File: src/rtl/eeprom_pattern_player.sv
// eeprom_pattern_player
// Reads a column pattern from an SPI EEPROM (READ command 0x03) into an
// internal buffer, then plays one column per col_strobe into a chain of
// 74HC595 shift registers.
// Both serial interfaces are SPI mode 0, MSB first.
// A single bit timer is shared between them because only one is active at a time.
module eeprom_pattern_player #(
    parameter int DEPTH       = 20,
    parameter int CHAIN_BYTES = 1,
    parameter int ADDR_W      = 16,
    parameter int START_ADDR  = 0,
    parameter int SCLK_DIV    = 2
) (
    input  logic                     clk,
    input  logic                     reset,
    input  logic                     run,
    input  logic                     eeprom_miso,
    output logic                     eeprom_cs_n,
    output logic                     eeprom_sclk,
    output logic                     eeprom_mosi,
    input  logic                     col_strobe,
    input  logic                     dir,
    output logic                     hc595_sclk,
    output logic                     hc595_dat,
    output logic                     hc595_latch,
    output logic                     loaded,
    output logic                     busy,
    output logic                     overrun,
    output logic [$clog2(DEPTH)-1:0] col_index
);

    localparam int IDX_W      = $clog2(DEPTH);
    localparam int TOTAL      = DEPTH * CHAIN_BYTES;
    localparam int AW         = (TOTAL > 1) ? $clog2(TOTAL) : 1;
    localparam int ADDR_BYTES = ADDR_W / 8;
    localparam int CMD_BYTES  = 1 + ADDR_BYTES;
    localparam int CMD_BITS   = 8 * CMD_BYTES;
    // One byte counter serves the command, the data read and the column
    // bytes, so it is sized for the largest of them.
    localparam int CNT_W      = $clog2(TOTAL + CMD_BYTES + 1);
    localparam int DIV_W      = $clog2(SCLK_DIV + 1);

    localparam logic [ADDR_W-1:0] START_VEC = ADDR_W'(START_ADDR);

    typedef enum logic [2:0] {
        IDLE      = 3'd0,
        LOAD_CMD  = 3'd1,
        LOAD_DATA = 3'd2,
        READY     = 3'd3,
        SHIFT     = 3'd4,
        LATCH     = 3'd5
    } state_t;

    state_t              state_reg;
    state_t              state_next;
    logic [DIV_W-1:0]    div_reg;
    logic                half_reg;
    logic [2:0]          bit_reg;
    logic [CNT_W-1:0]    byte_reg;
    logic [CMD_BITS-1:0] cmd_sr_reg;
    logic [6:0]          rx_sr_reg;
    logic [7:0]          tx_sr_reg;
    logic                dir_reg;
    logic                loaded_reg;
    logic                overrun_reg;
    logic [IDX_W-1:0]    col_reg;
    logic [IDX_W-1:0]    col_next;

    // Pattern buffer, byte n of the read lands at address n.
    logic [7:0]          mem [TOTAL];
    logic [7:0]          rd_data_reg;
    logic [AW-1:0]       rd_addr;
    logic                wr_en;
    logic [AW-1:0]       wr_addr;
    logic [7:0]          wr_data;

    logic [CMD_BITS-1:0] cmd_word;
    logic                active;
    logic                in_load;
    logic                div_last;
    logic                rise;
    logic                bit_end;
    logic                byte_end;
    logic                byte_last;
    logic                phase_end;
    logic                keep_timing;

    // READ command followed by the start address, most significant byte first.
    assign cmd_word[CMD_BITS-1 -: 8] = 8'h03;
    generate
        for (genvar gi = 0; gi < ADDR_BYTES; gi++) begin : g_addr_byte
            assign cmd_word[(ADDR_BYTES-1-gi)*8 +: 8] = START_VEC[(ADDR_BYTES-1-gi)*8 +: 8];
        end
    endgenerate

    // Bit timing: each bit is SCLK_DIV cycles low, then SCLK_DIV cycles high.
    assign in_load  = (state_reg == LOAD_CMD) || (state_reg == LOAD_DATA);
    assign active   = in_load || (state_reg == SHIFT) || (state_reg == LATCH);
    assign div_last = (div_reg == DIV_W'(SCLK_DIV - 1));
    assign rise     = active && !half_reg && div_last;
    assign bit_end  = active && half_reg && div_last;
    assign byte_end = bit_end && (bit_reg == 3'd7);

    // Last byte of the current phase.
    always_comb begin
        byte_last = 1'b0;
        case (state_reg)
            LOAD_CMD:  byte_last = (byte_reg == CNT_W'(CMD_BYTES - 1));
            LOAD_DATA: byte_last = (byte_reg == CNT_W'(TOTAL - 1));
            SHIFT:     byte_last = (byte_reg == CNT_W'(CHAIN_BYTES - 1));
            default:   byte_last = 1'b0;
        endcase
    end

    // LATCH is timed as one "bit": low half is the gap, high half is the pulse.
    assign phase_end = (state_reg == LATCH) ? bit_end : (byte_end && byte_last);

    // State register.
    always_ff @(posedge clk or posedge reset) begin
        if (reset) begin
            state_reg <= IDLE;
        end else begin
            state_reg <= state_next;
        end
    end

    // Next-state logic; run=0 aborts a load but lets a column finish.
    always_comb begin
        state_next = state_reg;
        case (state_reg)
            IDLE: begin
                if (run) begin
                    state_next = loaded_reg ? READY : LOAD_CMD;
                end
            end
            LOAD_CMD: begin
                if (!run) begin
                    state_next = IDLE;
                end else if (phase_end) begin
                    state_next = LOAD_DATA;
                end
            end
            LOAD_DATA: begin
                if (!run) begin
                    state_next = IDLE;
                end else if (phase_end) begin
                    state_next = READY;
                end
            end
            READY: begin
                if (!run) begin
                    state_next = IDLE;
                end else if (col_strobe) begin
                    state_next = SHIFT;
                end
            end
            SHIFT: begin
                if (phase_end) begin
                    state_next = LATCH;
                end
            end
            LATCH: begin
                if (phase_end) begin
                    state_next = run ? READY : IDLE;
                end
            end
            default: state_next = IDLE;
        endcase
    end

    // Column index after this cycle: cleared on load completion, stepped on LATCH exit.
    always_comb begin
        col_next = col_reg;
        if ((state_reg == LOAD_DATA) && (state_next == READY)) begin
            col_next = '0;
        end else if ((state_reg == LATCH) && phase_end) begin
            if (dir_reg) begin
                col_next = (col_reg == IDX_W'(DEPTH - 1)) ? '0 : col_reg + IDX_W'(1);
            end else begin
                col_next = (col_reg == '0) ? IDX_W'(DEPTH - 1) : col_reg - IDX_W'(1);
            end
        end
    end

    // Read address: in SHIFT prefetch the next byte of the column; elsewhere
    // keep byte 0 of the upcoming column ready so a strobe can use it at once.
    always_comb begin
        if ((state_reg == SHIFT) && !byte_last) begin
            rd_addr = AW'(int'(col_reg) * CHAIN_BYTES + int'(byte_reg) + 1);
        end else begin
            rd_addr = AW'(int'(col_next) * CHAIN_BYTES);
        end
    end

    assign keep_timing = active && (state_next != IDLE) && (state_next != READY);
    assign wr_en       = (state_reg == LOAD_DATA) && rise && (bit_reg == 3'd7);
    assign wr_addr     = AW'(byte_reg);
    assign wr_data     = {rx_sr_reg, eeprom_miso};

    // Bit timer and bit/byte counters; cleared whenever no transfer is running.
    always_ff @(posedge clk or posedge reset) begin
        if (reset) begin
            div_reg  <= '0;
            half_reg <= 1'b0;
            bit_reg  <= '0;
            byte_reg <= '0;
        end else if (!keep_timing) begin
            div_reg  <= '0;
            half_reg <= 1'b0;
            bit_reg  <= '0;
            byte_reg <= '0;
        end else begin
            if (div_last) begin
                div_reg  <= '0;
                half_reg <= ~half_reg;
            end else begin
                div_reg <= div_reg + DIV_W'(1);
            end
            if (bit_end && (state_reg != LATCH)) begin
                if (bit_reg == 3'd7) begin
                    bit_reg  <= '0;
                    byte_reg <= byte_last ? '0 : byte_reg + CNT_W'(1);
                end else begin
                    bit_reg <= bit_reg + 3'd1;
                end
            end
        end
    end

    // Shift registers for command out, EEPROM data in and 595 data out.
    always_ff @(posedge clk or posedge reset) begin
        if (reset) begin
            cmd_sr_reg <= '0;
            rx_sr_reg  <= '0;
            tx_sr_reg  <= '0;
            dir_reg    <= 1'b0;
        end else begin
            if ((state_reg == IDLE) && (state_next == LOAD_CMD)) begin
                cmd_sr_reg <= cmd_word;
            end else if ((state_reg == LOAD_CMD) && bit_end) begin
                cmd_sr_reg <= {cmd_sr_reg[CMD_BITS-2:0], 1'b0};
            end
            if ((state_reg == LOAD_DATA) && rise) begin
                rx_sr_reg <= {rx_sr_reg[5:0], eeprom_miso};
            end
            if ((state_reg == READY) && (state_next == SHIFT)) begin
                tx_sr_reg <= rd_data_reg;
                dir_reg   <= dir;
            end else if ((state_reg == SHIFT) && bit_end) begin
                tx_sr_reg <= byte_end ? rd_data_reg : {tx_sr_reg[6:0], 1'b0};
            end
        end
    end

    // Status flags and column index.
    always_ff @(posedge clk or posedge reset) begin
        if (reset) begin
            loaded_reg  <= 1'b0;
            overrun_reg <= 1'b0;
            col_reg     <= '0;
        end else begin
            if ((state_reg == LOAD_DATA) && (state_next == READY)) begin
                loaded_reg <= 1'b1;
            end
            if (col_strobe && ((state_reg == SHIFT) || (state_reg == LATCH))) begin
                overrun_reg <= 1'b1;
            end
            col_reg <= col_next;
        end
    end

    // Buffer with registered read; contents need no reset.
    always_ff @(posedge clk) begin
        if (wr_en) begin
            mem[wr_addr] <= wr_data;
        end
        rd_data_reg <= mem[rd_addr];
    end

    // Outputs decoded from state and timer registers.
    always_comb begin
        eeprom_cs_n = !in_load;
        eeprom_sclk = in_load && half_reg;
        eeprom_mosi = (state_reg == LOAD_CMD) && cmd_sr_reg[CMD_BITS-1];
        hc595_sclk  = (state_reg == SHIFT) && half_reg;
        hc595_dat   = (state_reg == SHIFT) && tx_sr_reg[7];
        hc595_latch = (state_reg == LATCH) && half_reg;
        busy        = active;
        loaded      = loaded_reg;
        overrun     = overrun_reg;
        col_index   = col_reg;
    end

endmodule

File: config.mk
export PLATFORM = sky130hd
export DESIGN_NAME = eeprom_pattern_player
export DESIGN_NICKNAME = d
export VERILOG_FILES = /design/src/rtl/eeprom_pattern_player.sv
export SDC_FILE = /design/constraint.sdc
export NUM_CORES = 1
export LEC_CHECK = 0
export CAP_MARGIN = 15
export CORE_MARGIN = 2
export CORE_UTILIZATION = 45
export CTS_CLUSTER_DIAMETER = 100
export CTS_CLUSTER_SIZE = 20
export DETAILED_ROUTE_END_ITERATION = 10
export PLACE_DENSITY = 0.67
export SLEW_MARGIN = 20
export SYNTH_ARGS = -nofsm -noshare
export SYNTH_HDL_FRONTEND = slang
export SYNTH_SLANG_ARGS = --single-unit
File: constraint.sdc
create_clock -name clk -period 2.9 [get_ports clk]
set_input_delay 0.87 -clock clk [delete_from_list [all_inputs] [get_ports clk]]
set_output_delay 0.87 -clock clk [all_outputs]
set_load 0.01 [all_outputs]
# Word level (Yosys, flattened, before mapping)
# Memory sizes are Yosys's and may differ from the RTL's. A register that Yosys moved wholly into a read port is not among the register bits.
# Cells that the tools add are included.
# word_totals
regBits,61
mem_bits_rw,160
inputBits,6
out_inout_bits,14
word_cells,115
memories,1
# op_classes
add_sub_neg,7
n_eq_ne,18
mux,38
bitwise,1
reduce_logical,38
# memory_table
memory,depth,word_bits,rd,rd_ports_with_merged_regs,wr,line,rtl
mem,20,8,1,1,1,70,logic [7:0] mem [TOTAL];
# op_table
cell,n
$mux W5,10
$mux W24,2
$mux W3,12
$logic_and A1 B1 Y1,24
$mux W8,3
$pmux W3 S6,1
$add A5 B1 Y5 const B,3
$eq A3 B3 Y1 const B,4
$eq A5 B5 Y1 const B,2
$logic_not A5 Y1,2
$eq A3 B2 Y1 const B,3
$mux W2,4
$eq A3 B1 Y1 const B,2
$add A5 B5 Y5,1
$eq A5 B2 Y1 const B,1
$mux W1,5
$sub A5 B1 Y5 const B,1
$logic_or A1 B1 Y1,4
$ne A2 B1 Y1 const B,2
$reduce_bool A2 Y1,2
$add A3 B1 Y3 const B,1
$logic_not A1 Y1,3
$logic_not A3 Y1,1
$ne A3 B2 Y1 const B,1
8 further kinds,8

# Longest topological paths before layout
# Gate-level depths: netlist (run 1).
# logic_depth
ltp_word,17
ltp_mapped,15
mapped_depth_nobuf,12

# Worst setup path before layout (run 1)
# No wires, ideal clock.
# synth_timing
kind,register to register
startpoint,register byte_reg[1]
endpoint,register rd_data_reg[1] (read register of mem)
setup_time_ps,140
arrival_time_ps,2732
t_required_ps,2760
path_slack_ps,27
stages_incl_launch_ff,15
n_path_buf,3
period_less_slack_ps,2873
cell_sequence,dfrtp_1 > inv_1 > ha_1 > or4b_4 > nand2_2 > o21ai_0 > and2_1 > buf_6 > nor2_4 > buf_4 > buf_4 > mux2i_1 > mux2i_1 > o2111ai_1 > o311ai_1
# synth_via
elab_chain_len,11
elab_cells_between_ends,23
cone_classes,add/sub (2); eq/ne (3); mux (12); reduce/logical (6)
# synth_lines
item,line,rtl
start: declaration,59,logic [CNT_W-1:0] byte_reg;
start signal: assignment,222,byte_reg <= byte_last ? '0 : byte_reg + CNT_W'(1);
$eq A5 B5 Y1 (tied with other cells),109,LOAD_DATA: byte_last = (byte_reg == CNT_W'(TOTAL - 1));
$pmux W1 S3,107,case (state_reg)
$logic_and A1 B1 Y1,116,assign phase_end = (state_reg == LATCH) ? bit_end : (byte_end && byte_last);
$mux W1,116,
"$mux W3, on equally long branches","146, 139",
"$mux W3, on equally long branches","144, 137",
$pmux W3 S6,130,case (state_reg)
$eq A3 B2 Y1,174,if ((state_reg == LOAD_DATA) && (state_next == READY)) begin
$logic_and A1 B1 Y1,174,
$mux W5,174,
$mux W5 (*),188,if ((state_reg == SHIFT) && !byte_last) begin
end: declaration,71,logic [7:0] rd_data_reg;
# Every way passes the cells marked *; elsewhere a longest branch is shown, timed or not.
# A chain may end at the register's enable or synchronous reset.

# Worst setup path after layout (run 1)
# layout_timing
startpoint,register byte_reg[0]
endpoint,register rd_data_reg[2] (read register of mem)
# The elaborated chain is that of the path after synthesis.

==> results of run 1 <==
final cells by class:
type                            count  area [um^2]  area share (%)
Timing Repair Buffer              148         1325           11.25
Tap cell                          275        344.1           2.922
Sequential cell                   213         6095           51.76
Multi-Input combinational cell    478         3537           30.04
Clock inverter                      1        8.758         0.07438
Inverter                           17        63.81          0.5419
Clock buffer                       22        401.6           3.411
what timing repair did:
action,4_1_cts,5_1_grt
resized for setup,72,23
cloned,2,0
hold buffers,0,0
hold endpoints to repair,0,0
pin swaps,17,14
setup buffers,18,8
setup endpoints to repair,14,10
worst reg2reg max path: stages (launching register included):
cell	delay, ns
dfrtp_1	0.41
buf_6	0.14
nor4b_4	0.29
o2111ai_4	0.19
o221a_4	0.29
o21a_4	0.25
buf_6	0.12
a211oi_4	0.19
buf_12	0.16
buf_12	0.14
buf_4	0.13
mux2i_4	0.22
a221o_1	0.19
o311ai_1	0.12
metal layers:
| metal | share of wire [%] | track usage [%] | up-vias |
|---|---|---|---|
| li1 | - | - | 3031 |
| met1 | 44 | 29.12 | 3195 |
| met2 | 48 | 34.75 | 188 |
| met3 | 5.6 | 2.439 | 41 |
| met4 | 2.8 | 6.619 | 0 |
| met5 | 0 | 0 | - |
through the flow:
| step | area [um^2] | total power [W] | TNS, ns | worst slack [ns] | hold WS (ns) |
|---|---|---|---|---|---|
| 3_5_place_dp | 10700 | 0.006189 | -4.828 | -0.6276 | 0.4429 |
| 3_3_place_gp | 10700 | 0.006123 | -4.477 | -0.5948 | 0.4425 |
| 5_1_grt | 11780 | 0.009008 | -1.147 | -0.1961 | 0.4990 |
| 6_report | 11780 | 0.008590 | -0.3739 | -0.09033 | 0.4732 |
| 4_1_cts | 11590 | 0.008470 | -0.1473 | -0.08934 | 0.4733 |
| 2_1_floorplan | 9538 | 0.005182 | 0 | 0.02725 | 0.4175 |
worst max path at each step:
stage	startpoint	to	slack, ns	depth (start not counted)
detailed placement	col_strobe	rd_data_reg[5]	-0.63	11
global placement	col_strobe	rd_data_reg[5]	-0.59	11
floorplan	byte_reg[1]	rd_data_reg[1]	0.03	14
global route	byte_reg[0]	rd_data_reg[3]	-0.20	13
finish	byte_reg[0]	rd_data_reg[2]	-0.09	13
CTS	byte_reg[0]	rd_data_reg[3]	-0.09	13
cell families (layout without fill, tap and decap cells):
logic type,after synthesis,after routing
xor gates and xnor gates,10,10
DFF,213,213
buffers and inverters,53,188
muxes,65,65
adders and majority gates,13,13
and+or+nand+nor,259,259
AOI/OAI and AO/OA,131,131
synth_stat cells (5+ instances only):
cell       count  area share (%)
and2_1         6            0.39
nor2_1        48             1.9
o2111ai_1      8            0.73
dfrtp_1       45              12
o311ai_1       8            0.73
a22oi_1        9            0.71
edfxtp_1     160              50
a211oi_1      16             1.3
nor2b_1       23             1.5
a221o_1        8            0.84
nand4_1       12            0.79
buf_2         15            0.79
ha_1          12             1.6
o211ai_1       9            0.71
mux2_2         9             1.1
xor2_1         5            0.46
xnor2_1        5            0.46
nand2b_1       7            0.46
inv_1         17            0.67
clkbuf_1      13            0.51
nand2_1      101             4.0
mux2i_1       56             5.9
nand3_1       32             1.7
o21ai_0       23             1.2
a21oi_1       15            0.79
dfxtp_1        8             1.7
power by group through the flow:
stage	clock (W)	sequential, W	combinational, W
CTS	0.00195	0.00374	0.00278
floorplan	0	0.00367	0.00151
global route	0.00208	0.00376	0.00317
detailed placement	0	0.00381	0.00238
global placement	0	0.00380	0.00232
finish	0.00191	0.00374	0.00294
==> impl_metrics.csv, run 1 <==
group,metric,value,unit
yosys,synthXorXnorAreaFrac,0.9183,%
final_layout,drive_above_1_share,25.71,%
worst_setup_path,critPathMaxFanout,7,
grt,antenna_found_initial,0,
final_layout,post-route-util,56.37,%
yosys,synthMuxAreaShare,6.940,%
grt,grt_pass1_vias,6296,
routing,vias_per_cell,5.594,
grt,grt_util_all_layers,20.99,%
sta,setup_ws,-0.09033,ns
sta,skew,0.02088,ns
hold_path,min_to,"cmd_sr_reg[16]",
final_layout,final_common_cell,"edfxtp_1",
pwr,pwr-share-comb,34.3,%
clock_tree,cts-htree-levels,1,
routing,dr.pass1.iters,7,
floorplanning,initial_core_util,45.66,%
final_layout,nFillCells,1663,
flow_run,maxCapViolations,0,
clock_tree,numCtsBuffers,14,
worst_setup_path,path_class,"flop to flop",
placement,gp_congestion,0.9161,
yosys,yosys_warnings,0,
final_layout,nets,891,
floorplanning,die_y,149.6,um
floorplanning,io_pins,20,
worst_setup_path,worstRegToRegCells,13,
pwr,pwr-share-seq,43.5,%
final_layout,final_cells,1154,
run_status,outcome,"complete, but fails checks",
worst_setup_path,cp-start-kind,"flop",
grt,grt_pass1_wl,35800,um
sta,hold_violations,0,
worst_setup_path,r2r_end,"rd_data_reg[2]",
yosys,synth_adder_area_share,1.784,%
worst_setup_path,cp_top_family,"compound AO/OA/AOI/OAI gates",
sta,relSlewSlack,35.90,%
sta,setup_violations,8,
yosys,synthFlopType,"edfxtp_1",
worst_setup_path,crit_chain,"buf_6, nor4b_4, o2111ai_4, o221a_4, o21a_4, buf_6, a211oi_4, buf_12, buf_12, buf_4, mux2i_4, a221o_1, o311ai_1",
final_layout,antenna_cells,0,
final_layout,synthToLayoutAreaGrowth,23.45,%
final_layout,largest_reg_flops,160,
worst_setup_path,crit_path_end_kind,"flop",
sta,drv_slew,0,
clock_tree,cts_tree,"done",
pwr,vdd_drop_max,0.4030,mV
run_status,violations,"negative setup slack",
worst_setup_path,cp.required,3.21,ns
floorplanning,core,20890,um^2
routing,drc_errors,0,
yosys,syn-num-nets,763,
yosys,synth_edf_count,160,
yosys,yosysSeqAreaShare,63.86,%
yosys,synth-simple-area-share,13.47,%
worst_setup_path,worst-r2r-setup-slack,-0.09,ns
sta,rsz0062_at_grt,"true",
placement,placedCellCount,1104,
pwr,switchingPower,0.002714,W
sta,fmax,334.4,MHz
clock_tree,clk_latency,0.47,ns
pwr,p_int,0.005876,W
yosys,syn_area_per_cell,12.82,um^2
worst_setup_path,arrival,3.30,ns
routing,vias,6455,
worst_setup_path,path_buf_inv,5,
worst_setup_path,slowest_delay,0.41,ns
clock_tree,cts_buffer_depth,3,
placement,hpwl,16160,um
pwr,p_leak,4.482,nW
yosys,synth_cell_type_count,71,
grt,grt-ovfl-total,0,
pwr,switching_share,31.60,%
floorplanning,rows,53,
clock_tree,clkSlewWorstSetupHoldPaths,0.08,ns
sta,period_needed,2.990,ns
routing,routed_wl,23260,um
final_layout,largest_register,"mem",
sta,finalCritPeriodShare,103.1,%
clock_tree,clockRootBuffer,"clkbuf_16",
yosys,netlist_instances,744,
yosys,synthesis.area,9538,um^2
final_layout,final_cell_mix,"edfxtp_1 (160), buf_4 (113), nand2_1 (99)",
worst_setup_path,slowest_stage,"dfrtp_1",
grt,grt_max_degree,25,
pwr,p_per_area,729.5,nW/um^2
sta,worst-slew-pin-transition,0.9614,ns
routing,drtIter0Drc,632,
yosys,ys_async_sr_fraction,21.13,%
yosys,synth_compound_area_share,10.27,%
floorplanning,die_x,149.6,um
pwr,pwr-share-clk,22.2,%
yosys,synth_top_family_by_area,"simple AND/OR/NAND/NOR gates",
clock_tree,cts.sinks,213,
routing,antenna_left,0,
placement,io_buffers,19,
routing,wire_per_inst,20.16,um
worst_setup_path,r2r_start,"byte_reg[0]",
yosys,ys_ff_latch,213,
hold_path,hold_path_depth,1,
floorplanning,die_area,22380,um^2
hold_path,min_from,"cmd_sr_reg[16]",
hold_path,holdCritPathClass,"flop to flop",
Power figures use the tool's default switching activity.
==> run 2, diff against run 1 <==
--- a/config.mk
+++ b/config.mk
@@ -5,7 +5,6 @@
 export SDC_FILE = /design/constraint.sdc
 export NUM_CORES = 1
 export LEC_CHECK = 0
-export CAP_MARGIN = 15
 export CORE_MARGIN = 2
 export CORE_UTILIZATION = 45
 export CTS_CLUSTER_DIAMETER = 100
==> results of run 2 <==
Final layout, timing and power as in run 1 (identical DEF).
